<file path="src/rtl/cbus_arbiter.sv">
// cbus_arbiter: merges the icache (master 0) and dcache (master 1) cbus
// request streams onto the single cbus port toward memory. A grant is held
// for a whole transaction (single or burst) until the beat carrying
// ready && last, then the arbiter drops back to IDLE and re-arbitrates.
//
// Optional feature macro: CBUS_ARB_RR_EN
//   defined     -> round-robin on conflicts (last-served register built)
//   not defined -> fixed priority, master DEFAULT_PRIO wins conflicts

package cbus_pkg;

    typedef struct packed {
        logic        valid;
        logic        is_write;
        logic [2:0]  size;
        logic [31:0] addr;
        logic [7:0]  strobe;
        logic [63:0] data;
        logic [7:0]  len;
        logic [1:0]  burst;
    } cbus_req_t;

    typedef struct packed {
        logic        ready;
        logic        last;
        logic [63:0] data;
    } cbus_resp_t;

endpackage

module cbus_arbiter
    import cbus_pkg::*;
#(
    parameter int DEFAULT_PRIO = 1
) (
    input  logic       clk,
    input  logic       reset,
    input  cbus_req_t  ireq,
    output cbus_resp_t iresp,
    input  cbus_req_t  dreq,
    output cbus_resp_t dresp,
    output cbus_req_t  oreq,
    input  cbus_resp_t oresp
);

    typedef enum logic {
        IDLE  = 1'b0,
        GRANT = 1'b1
    } state_t;

    state_t state_reg;
    state_t state_next;
    logic   sel_reg;
    logic   sel_next;
    logic   any_valid;
    logic   winner;

`ifdef CBUS_ARB_RR_EN
    // Index of the master granted most recently; the other one wins a tie.
    logic   last_reg;
`else
    localparam logic PRIO_SEL = (DEFAULT_PRIO != 0);
`endif

    // Pick the winner among the currently requesting masters.
    always_comb begin
        any_valid = ireq.valid | dreq.valid;
        winner    = dreq.valid;
        if (ireq.valid && dreq.valid) begin
`ifdef CBUS_ARB_RR_EN
            winner = ~last_reg;
`else
            winner = PRIO_SEL;
`endif
        end
    end

    // Next-state logic: grant on any request, release on the final beat.
    always_comb begin
        state_next = state_reg;
        sel_next   = sel_reg;
        case (state_reg)
            IDLE: begin
                if (any_valid) begin
                    state_next = GRANT;
                    sel_next   = winner;
                end
            end
            GRANT: begin
                if (oresp.ready && oresp.last) begin
                    state_next = IDLE;
                end
            end
            default: state_next = IDLE;
        endcase
    end

    // Output routing: only the granted master sees memory; all else is zero.
    // oreq depends on state/sel/requests only, never on oresp.
    always_comb begin
        oreq  = '0;
        iresp = '0;
        dresp = '0;
        if (state_reg == GRANT) begin
            if (sel_reg) begin
                oreq  = dreq;
                dresp = oresp;
            end else begin
                oreq  = ireq;
                iresp = oresp;
            end
        end
    end

    // State and grant registers; reset abandons any in-flight transaction.
    always_ff @(posedge clk or negedge reset) begin
        if (!reset) begin
            state_reg <= IDLE;
            sel_reg   <= 1'b0;
        end else begin
            state_reg <= state_next;
            sel_reg   <= sel_next;
        end
    end

`ifdef CBUS_ARB_RR_EN
    // Last-served tracker, updated only when a new grant is issued.
    always_ff @(posedge clk or negedge reset) begin
        if (!reset) begin
            last_reg <= 1'b1;
        end else if (state_reg == IDLE && any_valid) begin
            last_reg <= winner;
        end
    end
`endif

endmodule

</file>
<file path="config.mk">
export PLATFORM = sky130hd
export DESIGN_NAME = cbus_arbiter
export DESIGN_NICKNAME = d
export VERILOG_FILES = /design/src/rtl/cbus_arbiter.sv
export SDC_FILE = /design/constraint.sdc
export NUM_CORES = 1
export LEC_CHECK = 0
export BUFFER_PORTS_ARGS = -buffer_cell sky130_fd_sc_hd__buf_2
export CORE_AREA = 4 4 212 214
export DETAILED_ROUTE_END_ITERATION = 10
export DIE_AREA = 0 0 216 218
export PLACE_DENSITY = 0.36
export SLEW_MARGIN = 0
export SYNTH_ARGS = -nofsm -noshare
export SYNTH_HDL_FRONTEND = slang
export SYNTH_SLANG_ARGS = --single-unit
</file>
<file path="constraint.sdc">
create_clock -name clk -period 1.4 [get_ports clk]
set_input_delay 0.35 -clock clk [delete_from_list [all_inputs] [get_ports clk]]
set_output_delay 0.35 -clock clk [all_outputs]
set_load 0.01 [all_outputs]
</file>
### After elaboration in Yosys (flattened, before gate mapping)

Index checks and enable logic that the tools add are counted.

| operators by class | value |
|---|---|
| multiplexer cells | 10 |
| bitwise gates (word level) | 2 |
| reduce and logical (&&, ||, !) cells | 3 |

Operators with widths:

| kind | count |
|---|---|
| two-way mux 66 bit | 4 |
| two-way mux 119 bit | 2 |
| two-way mux 1 bit | 3 |
| logical AND 1 bit | 2 |
| one-hot mux 1 bit (2 select lines) | 1 |
| AND reduction 2 bit | 1 |
| inverter 1 bit | 1 |
| OR 1 bit | 1 |

| storage, ports and cells | value |
|---|---|
| register bits | 2 |
| input bits | 306 |
| output and inout bits | 251 |

### Logic depth before layout (Yosys ltp)

| depth | value |
|---|---|
| depth in word-level cells | 3 |
| depth in mapped cells | 5 |
| mapped depth without buffers | 2 |

### Worst setup path after synthesis

Ideal clock, no wire load.

| timing | value |
|---|---|
| kind | register to output |
| start point | register sel_reg |
| end point | output oreq[100] (netlist bit) |
| data arrival time | 1.069 ns |
| data required time | 1.050 ns |
| setup slack | -0.019 ns |
| cell stages (with the launch flop) | 6 |
| path through | dfrtp_1 > buf_4 > buf_12 > buf_12 > mux2i_1 > nor2_1 |

RTL lines:

| item | line | source |
|---|---|---|
| start, declared | 53 | `logic sel_reg;` |
| start signal, assigned | 122 | `sel_reg <= sel_next;` |
| end, declared | 42 | `output cbus_req_t oreq,` |

==> summary.md <==
| Metric | Value |
|---|---|
| Flop2flop setup slack | 0.19 ns |
| Worst skew pair latency | ~0.22 ns |
| Worst Path Buf+Inv | 3 |
| Synth warn | 0 |
| Area leader, netlist | mux2i_1 |
| Antenna Cells | 0 |
| Initial DRC Count | 130 |
| Ratio of cells with drive above 1 in the final layout | 0.634 |
| Internal power | 2.99 mW |
| End-of-flow core utilization | 0.164 |
| FP Rows | 76 |
| Clock share of power | 0.077 |
| Clock slew at reported path FFs | roughly 0.03 ns |
| Max-cap violations | 0 |
| Routed via count | 5,120 |
| Setup TNS | -97.23 ns |
| Design Power | 5.56 mW |
| Initial Util | 0.0692 |
| Yosys cell types | 18 |
| Outcome | finished with violations |
| Startpoint Class | register |
| Net Sw Power | 2.57 mW |
| Relative slew slack | 0.860 |
| Cells after Synth | 428 |
| Pin count of the biggest net entering global routing | 36 |
| Die Area | 47,100 µm² |
| Placer congestion estimate | about 0.86 |
| Cell Area, Placed | between 6000 and 7000 µm² |
| Worst hold path cell count | 2 |
| Final Skew | 0.000944 ns |
| Hold Path Class | in2reg |
| Hold Crit Endpoint | state_reg |
| H-tree depth | 1 |
| FMAX | approximately 530 MHz |
| Fin crit share | 1.35 |
| Gr usage total | 0.0752 |
| Root Buffer Master | clkbuf_16 |
| Wire length per cell | ~14 µm |
| Most frequent cells in the layout | buf_2, nor2_1, mux2i_1, and2_1, and3_1 |
| First-pass GRT wire length | 28,300 µm |
| Aggregate global routing overflow | 0 |
| CP required | ~1.1 ns |
| Std-Cell Core Area | 42,900 µm² |
| # DRC | 0 |
| Routed wire length | 21,700 µm |
| Critical Path AT | 1.54 ns |
| Flop pwr share | 0.017 |
| Reg-to-Reg Start | state_reg |
| Tmin final | between 1.5 and 2 ns |
| Die width | 216 µm |
| Area fraction of the dominant cell type after synthesis | 0.401 |
| CTS Sinks | 2 |
| Compound-gate portion of the synthesized area | 0.00506 |
| Net Sw Frac | 0.462 |
| TritonCTS clock tree | done |
| Count of pins over their slew limit | 0 |
| Crit end category | output pin |
| Min-Delay Startpoint | oresp[65] |
| Crit path max-delay family | flip-flops |
| Main combinational cell family by area after synthesis | simple AND/OR/NAND/NOR gates |
| Leak | 4.33 nW |
| Measured slew at the worst slew-check pin | just over 0.2 ns |
| Top post-synthesis cells by area | mux2i_1, nor2_1, and3_1 |
| Flops & latches, synth | 2 |
| Setup violators final | 251 |
| Worst path max stage delay | roughly 0.5 ns |
| IO buf count | 556 |
| Fin. Hold Viols | 0 |
| Cell area after synthesis | around 3000 µm² |
| Power per cell area | 791 nW/µm² |
| Multiplexer area fraction after synthesis | 0.401 |
| Initial antenna violation count | 0 |
| Post-Synth Simple-Gate Area | 0.437 |
| Peak supply drop | 0.314 mV |
| RSZ-0062 raised after global routing | yes |
| Dpl hpwl | 17,900 µm |
| Most common cell after layout, fill and taps aside | buf_2 |
| Xor and xnor area share after synthesis | 0 |
| ANT nets after route | 0 |
| Area grow syn2layout | 137% |
| Hold_ws | 0.401 ns |
| I/O pins | 557 |
| Vias in the first global route | approximately 4,900 |
| Syn_nets | 734 |
| Initial DRT Pass Iterations | 4 |
| Worst setup margin | -0.492 ns |
| Nets | ~1,300 |
| Die H | 218 µm |
| Reg2reg path depth | 4 |
| Combinational Power Share | 0.906 |
| Syn Area/Cell | 6.94 µm² |
| CTS Buf Count | 3 |
| RR Endpoint | sel_reg |
| Adder and majority cell fraction of the synthesized area | 0 |
| Seq/Total Area, Yosys | 0.0169 |
| Final instance area | 7030 µm² |
| Crit path from | sel_reg |
| Failing checks | setup timing |
| CP most frequent cell | buf_12 |
| Max clock buf depth | 2 |
| Crit path max fanout | 32 |
| Drt via density | 3.25 |
| Critical path's slowest cell | dfrtp_4 |
| CP cell instances | buf_12 -> nor2b_4 -> buf_12 -> and2_1 -> buf_2 |
| WS Path Type | reg2out |
==> what timing repair did <==
action                                  CTS  global route
pin swaps                                 2             3
endpoints found under the setup margin  251           251
resized for setup                        27            21
buffers inserted                          5             3
endpoints found under the hold margin     2             0
hold buffers                              1             0
gates cloned                              2             7
==> synth_stat cells <==
cell,n
a22o_1,1
a31oi_1,1
and2_1,65
and3_1,66
buf_12,8
buf_2,15
buf_4,5
buf_6,7
clkbuf_1,9
clkbuf_2,5
dfrtp_1,2
inv_1,1
mux2i_1,119
nand2_1,1
nand2b_1,1
nor2_1,120
nor2b_4,1
nor3_1,1
==> kinds of logic after synthesis <==
family	count (synthesis)
AOI/OAI and AO/OA	2
and+or+nand+nor	255
muxes	119
buffers and inverters	50
DFF	2
==> layer usage <==
metal  wire, µm  global-route usage
met1       8070              0.0847
met2      12000               0.154
met3       1540             0.00878
met4        141             0.00917
met5          0                   0
==> worst max path at each step <==
stage,end,cells past startpoint
4_1_cts,iresp[17],5
2_1_floorplan,oreq[100],5
3_5_place_dp,oreq[112],5
3_3_place_gp,oreq[112],5
5_1_grt,iresp[47],5
6_report,iresp[49],5
==> power by group through the flow <==
stage | Clock (mW) | Combinational [mW] | Sequential (mW)
after global placement | 0 | 4.61 | 0.0919
after detailed placement | 0 | 4.57 | 0.0927
after CTS | 0.437 | 4.87 | 0.0959
after floorplan | 0 | 2.71 | 0.0705
final | 0.429 | 5.04 | 0.0955
after global routing | 0.441 | 5.44 | 0.0970
==> cell type report <==
type / instances / area (µm²)
Clock buffer: 3 / 75.1
Fill cell: 4913 / 35900
Inverter: 1 / 16.3
Multi-Input combinational cell: 376 / 2580
Sequential cell: 2 / 55.1
Tap cell: 585 / 732
Timing Repair Buffer: 606 / 3570
==> worst register-to-register path, cell delays in order (launching register included) <==
cell	delay, ns
dfrtp_2	0.49
buf_12	0.15
inv_12	0.06
clkbuf_16	0.17
a22o_1	0.21
==> stage by stage <==
stage               setup WS (ns)  cells
floorplan                 -0.0151    428
global placement           -0.400   1554
detailed placement         -0.377   1554
CTS                        -0.500   1565
global route               -0.549   1573
finish                     -0.492   1573
Note: power is estimated with default switching activity, not from simulation.
